==> src/rtl/mem_port_pkg.sv <==
// Shared types and defaults for the mem_port memory/IO access block.
// Holds FSM state encodings, request-kind encodings and default widths.
package mem_port_pkg;

    localparam int MP_ADDR_WIDTH = 16;
    localparam int MP_DATA_WIDTH = 16;
    localparam int MP_TIMEOUT    = 255;

    typedef enum logic [1:0] {
        MP_IDLE   = 2'd0,
        MP_ACCESS = 2'd1,
        MP_DONE   = 2'd2
    } mp_state_t;

    // RK_NONE is the reset value of the latched request kind.
    typedef enum logic [2:0] {
        RK_NONE  = 3'd0,
        RK_FETCH = 3'd1,
        RK_LOAD  = 3'd2,
        RK_STORE = 3'd3,
        RK_IN    = 3'd4,
        RK_OUT   = 3'd5
    } req_kind_t;

    function automatic logic rk_is_read(input req_kind_t k);
        return (k == RK_FETCH) || (k == RK_LOAD) || (k == RK_IN);
    endfunction

    function automatic logic rk_is_write(input req_kind_t k);
        return (k == RK_STORE) || (k == RK_OUT);
    endfunction

    function automatic logic rk_is_io(input req_kind_t k);
        return (k == RK_IN) || (k == RK_OUT);
    endfunction

endpackage

==> src/rtl/mem_req_arbiter.sv <==
// Fixed-priority request selector: fetch > load > store > in > out.
// Purely combinational; losing requests are simply not reported.
module mem_req_arbiter
    import mem_port_pkg::*;
(
    input  logic      req_fetch,
    input  logic      req_load,
    input  logic      req_store,
    input  logic      req_in,
    input  logic      req_out,
    output logic      valid,
    output req_kind_t kind
);

    assign valid = req_fetch | req_load | req_store | req_in | req_out;

    always_comb begin
        kind = RK_NONE;
        if (req_fetch)      kind = RK_FETCH;
        else if (req_load)  kind = RK_LOAD;
        else if (req_store) kind = RK_STORE;
        else if (req_in)    kind = RK_IN;
        else if (req_out)   kind = RK_OUT;
    end

endmodule

==> src/rtl/mem_port.sv <==
// Memory/IO access port: one outstanding bus access, IDLE -> ACCESS -> DONE.
// Optional access timeout is enabled with the MEM_PORT_TIMEOUT_EN macro.
//
// state     | meaning
// MP_IDLE   | waiting for a request, bus strobes low
// MP_ACCESS | strobes driven from latched request until bus_ready
// MP_DONE   | one-cycle done pulse, then back to IDLE
module mem_port
    import mem_port_pkg::*;
#(
    parameter int ADDR_WIDTH = MP_ADDR_WIDTH,
    parameter int DATA_WIDTH = MP_DATA_WIDTH,
    parameter int TIMEOUT    = MP_TIMEOUT
) (
    input  logic                  clk,
    input  logic                  rst_n,
    input  logic                  req_fetch,
    input  logic                  req_load,
    input  logic                  req_store,
    input  logic                  req_in,
    input  logic                  req_out,
    input  logic [ADDR_WIDTH-1:0] addr,
    input  logic [DATA_WIDTH-1:0] wdata,
    output logic [DATA_WIDTH-1:0] instr,
    output logic [DATA_WIDTH-1:0] rdata,
    output logic                  busy,
    output logic                  done,
    output logic                  err,
    output logic [ADDR_WIDTH-1:0] bus_addr,
    output logic [DATA_WIDTH-1:0] bus_wdata,
    output logic                  bus_rd,
    output logic                  bus_wr,
    output logic                  bus_io,
    input  logic [DATA_WIDTH-1:0] bus_rdata,
    input  logic                  bus_ready
);

    if (TIMEOUT < 1) begin : g_bad_timeout
        $error("mem_port: TIMEOUT must be at least 1");
    end

    mp_state_t state;
    req_kind_t req_kind;
    req_kind_t arb_kind;
    logic      arb_valid;

    mem_req_arbiter u_arb (
        .req_fetch (req_fetch),
        .req_load  (req_load),
        .req_store (req_store),
        .req_in    (req_in),
        .req_out   (req_out),
        .valid     (arb_valid),
        .kind      (arb_kind)
    );

`ifdef MEM_PORT_TIMEOUT_EN
    localparam int CNT_W = $clog2(TIMEOUT + 1);
    // Abort fires on the edge that would make the count reach TIMEOUT.
    localparam logic [CNT_W-1:0] CNT_LAST = CNT_W'(TIMEOUT - 1);
    logic [CNT_W-1:0] wait_cnt;
`else
    assign err = 1'b0;
`endif

    always_ff @(posedge clk or negedge rst_n) begin
        if (!rst_n) begin
            state     <= MP_IDLE;
            req_kind  <= RK_NONE;
            instr     <= '0;
            rdata     <= '0;
            bus_addr  <= '0;
            bus_wdata <= '0;
            busy      <= 1'b0;
            done      <= 1'b0;
            bus_rd    <= 1'b0;
            bus_wr    <= 1'b0;
            bus_io    <= 1'b0;
`ifdef MEM_PORT_TIMEOUT_EN
            err       <= 1'b0;
            wait_cnt  <= '0;
`endif
        end else begin
            done <= 1'b0;
`ifdef MEM_PORT_TIMEOUT_EN
            err  <= 1'b0;
`endif
            case (state)
                MP_IDLE: begin
                    if (arb_valid) begin
                        state     <= MP_ACCESS;
                        req_kind  <= arb_kind;
                        bus_addr  <= addr;
                        bus_wdata <= wdata;
                        busy      <= 1'b1;
                        bus_rd    <= rk_is_read(arb_kind);
                        bus_wr    <= rk_is_write(arb_kind);
                        bus_io    <= rk_is_io(arb_kind);
`ifdef MEM_PORT_TIMEOUT_EN
                        wait_cnt  <= '0;
`endif
                    end
                end
                MP_ACCESS: begin
                    if (bus_ready) begin
                        state  <= MP_DONE;
                        done   <= 1'b1;
                        bus_rd <= 1'b0;
                        bus_wr <= 1'b0;
                        bus_io <= 1'b0;
                        if (req_kind == RK_FETCH)
                            instr <= bus_rdata;
                        else if (rk_is_read(req_kind))
                            rdata <= bus_rdata;
                    end
`ifdef MEM_PORT_TIMEOUT_EN
                    else if (wait_cnt == CNT_LAST) begin
                        state    <= MP_IDLE;
                        err      <= 1'b1;
                        busy     <= 1'b0;
                        bus_rd   <= 1'b0;
                        bus_wr   <= 1'b0;
                        bus_io   <= 1'b0;
                        wait_cnt <= wait_cnt + 1'b1;
                    end else begin
                        wait_cnt <= wait_cnt + 1'b1;
                    end
`endif
                end
                MP_DONE: begin
                    state <= MP_IDLE;
                    busy  <= 1'b0;
                end
                default: begin
                    state  <= MP_IDLE;
                    busy   <= 1'b0;
                    bus_rd <= 1'b0;
                    bus_wr <= 1'b0;
                    bus_io <= 1'b0;
                end
            endcase
        end
    end

endmodule

==> config.mk <==
export PLATFORM = sky130hd
export DESIGN_NAME = mem_port
export DESIGN_NICKNAME = d
export VERILOG_FILES = /design/src/rtl/mem_port_pkg.sv /design/src/rtl/mem_req_arbiter.sv /design/src/rtl/mem_port.sv
export SDC_FILE = /design/constraint.sdc
export NUM_CORES = 1
export LEC_CHECK = 0
export CORE_MARGIN = 2
export CORE_UTILIZATION = 46
export DETAILED_ROUTE_END_ITERATION = 12
export PLACE_DENSITY_LB_ADDON = 0.2
export SYNTH_ARGS = -nofsm -noshare
export SYNTH_HDL_FRONTEND = slang
export SYNTH_SLANG_ARGS = --single-unit
==> constraint.sdc <==
create_clock -name clk -period 4.4 [get_ports clk]
set_clock_uncertainty 0.1 [all_clocks]
set_input_delay 0.44 -clock clk [delete_from_list [all_inputs] [get_ports clk]]
set_output_delay 0.44 -clock clk [all_outputs]
set_load 0.02 [all_outputs]
==> metrics.cfg, run 1 <==
[placement]
place.gp.congestion = 0.8047
dpl_worst_slack_ns = 1.742
dp.cells = 385
io_buffer_count = 124
hpwlAfterDp_um = 4833

[final_layout]
final_cell_mix = clkdlybuf4s50_1, dfrtp_1, mux2_2, mux2_4, clkbuf_8
area_delta_synth_final_pct = 50.04
fin_util_pct = 70.71
multi_input_area_sq_um = 1035
antenna_cells = 0
layout_commonest_cell = clkdlybuf4s50_1
nets = 375
finalNonFillerCells = 400
fill_cells = 452
seq_area_sq_um = 1852
drive_gt1_share_pct = 26.93

[sta]
finalCriticalPeriod_ns = 2.353
report.final.slew_viol_count = 0
setup_viol = 0
hold_slack_ns = 0.05509
max-slew-margin-rel_pct = 26.92
hold_viol = 0
fin_crit_sh_pct = 53.49
rsz0062_at_grt = false
tns_ns = 0
setup_ws_ns = 2.047
worst_pin_slew_ns = 1.094
clock.fmax_ghz = 0.4249

[clocking]
clockRootBuffer = clkbuf_8
postCtsSetupBuffers = 0
insertion_delay_ns = 0.34
ctsHoldBuffers = 0
clockBufferDepth = 2
cts_tree = built
clk_pin_slew_ns = 0.07
numCtsBuffers = 9
cts_resized = 0
htree_levels = 3
clock-sinks = 74

[synthesis]
synth_top_area_share_pct = 62.24
syn-num-nets = 247
yosys.area.top_type = dfrtp_1
synth.top_cells.by_area = dfrtp_1, mux2_2, mux2_4
syn_area_sq_um = 2975
ys_seq_elements = 74
synth_cells = 191
ys_seq_area_share_pct = 62.24
yosys_warnings = 0
yosysUniqueCellTypes = 29
syn_area_per_cell_sq_um = 15.58

[grt]
antenna_found_initial = 0
grt_pass1_vias = 2126
grt_pass1_wl_um = 10660
grt_start_max_net_pins = 43
grt-ovfl-total = 0
track_usage_pct = 19.24

[floorplan]
dieArea_sq_um = 7128
die_h_um = 84.43
start_util_pct = 47.13
die_w_um = 84.43
io_pins = 126
core-area_sq_um = 6314
rows = 29

[drt]
wirelength_um = 6487
drtAntennaViolNets = 0
vias = 2007
post-route-drc-count = 0
dr.pass1.iters = 4
drtIter0Drc = 94
avgRoutedWirePerCell_um = 16.22
via_per_inst = 5.018

[setup_path]
critPathMaxStageDelay_ns = 0.90
critPathKind = register to register
cp_max_fo = 35
cp.required_ns = 4.52
crit_slowest_cell = a21boi_4
r2r_slack_ns = 2.05
end_kind = register
worstPathArrival_ns = 2.48
crit_path_start_kind = register
crit_chain = nor2_1, a21boi_4, mux2_2

[run]
cap_violations = 0

[worst_hold_path]
min_path_type = input pin to asynchronous set/reset pin

[power_and_ir_drop]
p_leak_nw = 1.911
power.density_nw_per_um2 = 688.5
peakVddDrop_uv = 391.3

[status]
outcome = finished, final reports clean

-- worst max-delay path, delay by kind of cell, from the launching register on --
kind / cells / cell delay (ns)
AOI/OAI and AO/OA: 1 / 0.90
DFF: 1 / 0.53
muxes: 1 / 0.42
and+or+nand+nor: 1 / 0.27
-- through the flow --
step           total power [W]  area [sq um]
2_1_floorplan         0.001845          2975
3_3_place_gp          0.002490          4248
3_5_place_dp          0.002529          4248
4_1_cts               0.003105          4464
5_1_grt               0.003224          4464
6_report              0.003073          4464
-- cell families (layout without fill, tap and decap cells) --
logic type,Yosys count,in the layout,synth area share [%]
and+or+nand+nor,21,21,4.542
AOI/OAI and AO/OA,17,17,4.332
DFF,74,74,62.24
other,1,1,0.1260
muxes,64,64,25.48
xor gates and xnor gates,1,1,0.2944
buffers and inverters,13,145,2.986
-- layer usage --
layer  share of wire, %  vias up  track usage [%]
met5                  0        -                0
met4                1.8        0            7.792
met3                6.0        9            5.211
met2                 49       74            31.39
met1                 43      994            24.56
li1                   -      930                -
-- path summary, 6_finish.rpt --
| check | depth (start not counted) | from | to |
|---|---|---|---|
| hold / removal | 1 | rst_n | bus_addr[6]$_DFFE_PN0P_ |
| hold reg to reg | 1 | busy$_DFFE_PN0P_ | busy$_DFFE_PN0P_ |
| setup / recovery | 3 | state[1]$_DFFE_PN0P_ | bus_addr[7]$_DFFE_PN0P_ |
| setup reg to reg | 3 | state[1]$_DFFE_PN0P_ | bus_addr[7]$_DFFE_PN0P_ |
| max in group asynchronous | 2 | rst_n | rdata[6]$_DFFE_PN0P_ |
| min in group clk | 1 | busy$_DFFE_PN0P_ | busy$_DFFE_PN0P_ |
-- layout make-up --
| cell class | count | area share [%] |
|---|---|---|
| well taps | 77 | 2.158 |
| clock inverters | 5 | 1.766 |
| flip-flops and latches | 74 | 41.48 |
| inverters | 5 | 0.4765 |
| repair buffers | 125 | 27.86 |
| clock buffers | 10 | 3.083 |
| multi-input cells | 104 | 23.18 |
-- power breakdown --
part           switching, W  internal, W
registers          0.000158     0.000959
logic              0.000620     0.000762
clock network      0.000243     0.000331
total               0.00102      0.00205
-- state kept, by name, indices dropped and copies added (netlist names) --
register   count
bus_addr      16
bus_io         1
bus_rd         1
bus_wdata     16
bus_wr         1
busy           1
done           1
instr         16
rdata         16
req_kind       3
state          2
-- cell usage after synthesis --
library cell	number
o21ai_0	4
clkbuf_1	1
a32o_1	1
o32a_1	1
a21o_1	1
buf_6	3
buf_4	4
nand2_1	1
a211oi_1	1
inv_1	4
nor2_1	9
mux2_2	54
nand2b_1	1
xnor2_1	1
a32oi_1	1
nand2_4	1
a21boi_4	1
o211ai_1	1
a2111o_1	1
nand3_4	1
dfrtp_1	74
nand3_1	4
nor3_1	2
inv_4	1
conb_1	1
mux2_4	10
nor3_4	2
a21oi_1	4
o21a_1	1
(Power assumes the default switching activity.)
==> run 2: changes to the inputs <==
- CORE_UTILIZATION: 46 -> 42
- clock period: 4.4 -> 2.3 ns (I/O delays scaled with it)
==> run 2 against run 1 <==
Net effect:
- via count fell by 0.65%
- power up 89%
- non-clock buffer count increased by 5
- critical path type unchanged
- critical path depth up 1
==> metrics.cfg, run 2 (synthesis results as in run 1) <==
[status]
outcome = finished, final reports clean

[setup_path]
crit_slowest_cell = dfrtp_1
worst-path-buf-inv = 1  ; +1
critPathMaxStageDelay_ns = 0.55  ; -0.35 ns
r2r_slack_ns = 0.45  ; -1.59 ns
rr_endpoint = instr[4]$_DFFE_PN0P_
critPathTopFamily = simple AND/OR/NAND/NOR gates
crit_path_start_kind = register
cp_max_fo = 16  ; -54%
worstPathArrival_ns = 1.96  ; -0.52 ns
end_kind = register
critPathLaunch = state[0]$_DFFE_PN0P_
reg2regPathDepth = 4  ; +1
crit_chain = inv_4, nor3_4, nand3_4, mux2_4
reg2reg_from = state[0]$_DFFE_PN0P_
cp.required_ns = 2.41  ; -2.11 ns
critPathKind = register to register

[sta]
hold_viol = 0  ; unchanged
report.final.slew_viol_count = 0  ; unchanged
finalCriticalPeriod_ns = 1.848  ; -0.5051 ns
fin_crit_sh_pct = 80.36  ; +27 points
worst_pin_slew_ns = 0.6010  ; -0.4926 ns
setup_viol = 0  ; unchanged
tns_ns = 0  ; unchanged
rsz0062_at_grt = false
max-slew-margin-rel_pct = 59.94  ; +33 points
clock.fmax_ghz = 0.5410  ; +27%

[clocking]
cts_tree = built
clk_pin_slew_ns = 0.08  ; about the same
numCtsBuffers = 9  ; unchanged
htree_levels = 3  ; unchanged
insertion_delay_ns = 0.33  ; about the same
clock-sinks = 74  ; unchanged
clockRootBuffer = clkbuf_8
postCtsSetupBuffers = 0  ; unchanged
clockBufferDepth = 2  ; unchanged

[grt]
grt_start_max_net_pins = 41  ; -4.7%
antenna_found_initial = 0  ; unchanged
grt-ovfl-total = 0  ; unchanged
track_usage_pct = 17.62  ; -1.6 points
grt_pass1_wl_um = 10430  ; -2.1%
grt_pass1_vias = 2162  ; +1.7%

[placement]
place.gp.congestion = 0.7775  ; -3.4%
hpwlAfterDp_um = 4736  ; -2.0%
io_buffer_count = 124  ; unchanged
dp.cells = 408  ; +6.0%

[power_and_ir_drop]
power.density_nw_per_um2 = 1282  ; +86%
p_leak_nw = 1.930  ; +1.0%
peakVddDrop_uv = 710.0  ; +81%

[final_layout]
area_delta_synth_final_pct = 52.65
finalNonFillerCells = 425  ; +6.3%
final_cell_mix = clkdlybuf4s50_1, dfrtp_1, mux2_2, clkbuf_8, mux2_4
layout_commonest_cell = clkdlybuf4s50_1
antenna_cells = 0  ; unchanged
nets = 380  ; +1.3%
drive_gt1_share_pct = 27.66  ; +0.72 points

[floorplan]
die_h_um = 88.17  ; +4.4%
io_pins = 126  ; unchanged
core-area_sq_um = 6832  ; +8.2%
die_w_um = 88.17  ; +4.4%
rows = 30  ; +3.4%
dieArea_sq_um = 7773  ; +9.1%
start_util_pct = 43.55  ; -3.6 points

[worst_hold_path]
min_path_type = input pin to asynchronous set/reset pin

[drt]
drtAntennaViolNets = 0  ; unchanged
via_per_inst = 4.692  ; -6.5%
drtIter0Drc = 42  ; -55%
post-route-drc-count = 0  ; unchanged
wirelength_um = 6464  ; -0.35%
avgRoutedWirePerCell_um = 15.21  ; -6.2%
dr.pass1.iters = 3  ; -1
vias = 1994  ; -0.65%

[run]
cap_violations = 0  ; unchanged

run 2: cell count changes in the layout (fill, tap and decap cells not counted):
| cell | before | now |
|---|---|---|
| clkinv_4 | 1 | 0 |
| clkbuf_1 | 0 | 1 |
| buf_4 | 1 | 3 |
| buf_12 | 0 | 2 |
| clkinv_2 | 2 | 1 |
| dlygate4sd3_1 | 0 | 1 |
| clkinvlp_4 | 0 | 2 |
| clkbuf_8 | 10 | 11 |
| bufinv_16 | 2 | 1 |
run 2: worst max path at each step:
stage / end / slack, ns / cells past startpoint
global route: instr[9]$_DFFE_PN0P_ / 0.36 / 4
global placement: instr[8]$_DFFE_PN0P_ / 0.32 / 5
detailed placement: instr[4]$_DFFE_PN0P_ / 0.28 / 5
floorplan: bus_addr[10]$_DFFE_PN0P_ / 0.63 / 5
CTS: instr[4]$_DFFE_PN0P_ / 0.45 / 4
finish: instr[4]$_DFFE_PN0P_ / 0.45 / 4
run 2: repair_timing:
item	4_1_cts	5_1_grt
setup endpoints to repair	0	0
endpoints found under the hold margin	24	0
gates resized for setup	0	0
hold buffers	1	0
run 2: where the power goes:
group | switching, W | internal [W]
combinational | 0.00119 | 0.00148
clock | 0.000458 | 0.000559
sequential | 0.000303 | 0.00183
run 2: per-layer routing:
metal	part of all wire (%)	wire (um)	global-route usage (%)	vias to the layer above
li1	-	-	-	938
met1	44	2832	22.19	980
met2	48	3134	28.78	74
met4	0.42	27	5.372	0
met5	0	0	0	-
met3	7.3	469	6.126	2
run 2: worst reg2reg max path, cell delays in order, from the launching register on:
cell     delay (ns)
dfrtp_1        0.55
inv_4          0.10
nor3_4         0.30
nand3_4        0.31
mux2_4         0.38
run 2: final cells by class:
class                   instances  area, sq um
inverters                       5        21.27
clock buffers                  12        155.1
flip-flops and latches         74         1852
clock inverters                 4        50.05
fillers                       531         2290
well taps                      96        120.1
repair buffers                130         1309
multi-input cells             104         1035
run 2: stage by stage:
step / power [W] / hold slack, ns / utilization [%] / setup WS (ns) / cell area (sq um)
final: 0.005824 / 0.3304 / 66.48 / 0.4517 / 4542
after global placement: 0.004798 / 0.1808 / 63.33 / 0.3179 / 4327
after floorplan: 0.003529 / -0.1656 / - / 0.6336 / 2975
after detailed placement: 0.004859 / 0.1763 / 63.33 / 0.2849 / 4327
after global routing: 0.006142 / 0.3854 / 66.48 / 0.3555 / 4542
after CTS: 0.005891 / 0.3491 / 66.48 / 0.4484 / 4542
==> patch (config.mk and constraints of run 2) <==
Change the package constant `MP_DATA_WIDTH` from 16 to 32.
--- a/src/rtl/mem_port_pkg.sv
+++ b/src/rtl/mem_port_pkg.sv
@@ -4,5 +4,5 @@
 
     localparam int MP_ADDR_WIDTH = 16;
-    localparam int MP_DATA_WIDTH = 16;
+    localparam int MP_DATA_WIDTH = 32;
     localparam int MP_TIMEOUT    = 255;
 
Ports: changed (5 resized); port bits go from 126 to 206. The function was not compared with the original's and may differ.
==> patch against run 2 <==
The run now ends with design-rule violations left. Combinational power grew 82%. Total power up 92%. Sequential cell count grew 48. Worst setup slack got worse by 0.13 ns. Clock power rose to 2.6 times the old value. Wire length up 81%. Non-clock buffer count is 85 higher. Cell area rose by 73%. Final cell count grew 56%. Critical path depth is the same. Synthesized area increased by 68%. Largest cell class unchanged. Largest power group unchanged.
==> patch: results <==
group,metric,value,unit
outcome,status,"finished, violations left",
outcome,violations,"design-rule violations",
worst_setup_path,crit_path_start,"state[1]",
placement,routabilityCongestion,0.789,
clocking,clockRootBuffer,"clkbuf_16",
synthesis,synthCells,291,
worst_setup_path,crit_arrival,2.15,ns
route,viasPerCell,4.80,
timing,relSlewSlack,61.6,%
pwr,internal_power,0.00765,W
route,first_iter_violations,148,
layout,n_fill_cell,849,
clocking,htreeDepth,4,
worst_setup_path,worstPathMaxFanout,50,
synthesis,synthTopCellsByCount,"dfrtp_1, mux2_4, mux2_2",
placement,place_inst,633,
synthesis,synth_nets,379,
layout,drive_gt1_share,29.3,%
synthesis,yosysTopAreaCellShare,61.1,%
layout,stdcell_count,665,
global_routing,grt_use_total,19.1,%
clocking,cts_buffers,17,
layout,fin_nets,598,
min_path,hold_path.class,"primary input to async pin",
clocking,clk_pin_slew,0.05,ns
worst_setup_path,critical_path.top_delay_family,"flip-flops",
route,routedWlPerCell,17.6,microns
clocking,clockBufferDepth,2,
synthesis,ys_types,36,
pwr,irDropWorstVdd,0.791,mV
global_routing,grt_max_degree,51,
route,firstDrtPassIters,8,
layout,top_regs,"bus_wdata (32), instr (32), rdata (32)",
global_routing,first_global_vias,3473,
global_routing,grt_pass1_wl,18700,microns
placement,dp_hpwl,8670,microns
placement,io_buffers,204,
synthesis,synth.area.top_cells,"dfrtp_1, mux2_4, mux2_2, buf_6, mux2_1",
clocking,worstSkewPairLatency,0.40,ns
synthesis,ys_seq_area_share,61.1,%
placement,pre_cts_slack,0.237,ns
worst_setup_path,slowest_delay,0.49,ns
pwr,p_leak,3.56,nW
route,drc,12,
-- patch: cells by family (layout without fill, tap and decap cells) --
group           after synthesis  count (layout)  share of synthesized area (%)
flops                       122             122                           61.1
mux                         112             112                           29.7
buf+inv                      20             251                           3.43
compound gates               18              18                           2.80
simple gates                 17              17                           2.73
other cells                   1               1                         0.0750
xor+xnor                      1               1                          0.175
-- patch: final timing paths --
check                                    end  slack, ns  cells after the start
worst max-delay path            bus_addr[15]       0.33                      4
worst min-delay path            bus_addr[13]       0.26                      2
worst max register to register  bus_addr[15]       0.33                      4
worst min register to register          busy       0.39                      1
max in group asynchronous           rdata[3]       1.23                      3
min in group clk                 bus_addr[9]       0.33                      2
-- patch: power by group through the flow --
stage / registers [W] / clock network [W] / logic (W)
floorplan: 0.00468 / 0 / 0.00150
global placement: 0.00362 / 0 / 0.00483
detailed placement: 0.00365 / 0 / 0.00490
CTS: 0.00364 / 0.00275 / 0.00491
global route: 0.00376 / 0.00284 / 0.00507
finish: 0.00364 / 0.00269 / 0.00485
-- patch: final cells by class --
class	count	area share (%)
sequential	122	38.9
timing repair buffer	215	28.2
multi-input combinational	149	22.6
clock inverter	7	1.45
tap	143	2.28
clock buffer	24	6.27
inverter	5	0.239
-- patch: stage by stage --
stage	util, %	cell area, sq um	hold WS [ns]	power, W
6_report	68.1	7840	0.264	0.0112
5_1_grt	68.1	7840	0.298	0.0117
4_1_cts	68.1	7840	0.283	0.0113
3_5_place_dp	62.8	7230	0.163	0.00855
3_3_place_gp	62.8	7230	0.163	0.00845
2_1_floorplan	-	5000	-0.166	0.00619
-- patch: worst register-to-register path: cells and delay by family, from the launching register on --
kind | cells | cell delay, ns
AO/OA/AOI/OAI | 1 | 0.19
multiplexers | 1 | 0.41
buffers and inverters | 1 | 0.26
flip-flops | 1 | 0.49
AND/OR/NAND/NOR | 1 | 0.40
-- patch: timing repair --
item | 4_1_cts | 5_1_grt
hold buffers | 1 | 0
buffers inserted | 0 | 0
hold endpoints to repair | 38 | 0
-- patch: per-layer routing --
| metal | up-vias | track usage, % | share of wire [%] |
|---|---|---|---|
| met5 | - | 0 | 0 |
| met4 | 0 | 8.46 | 2.2 |
| met3 | 15 | 5.46 | 5.0 |
| met2 | 96 | 31.9 | 52 |
| met1 | 1617 | 23.3 | 40 |
| li1 | 1467 | - | - |
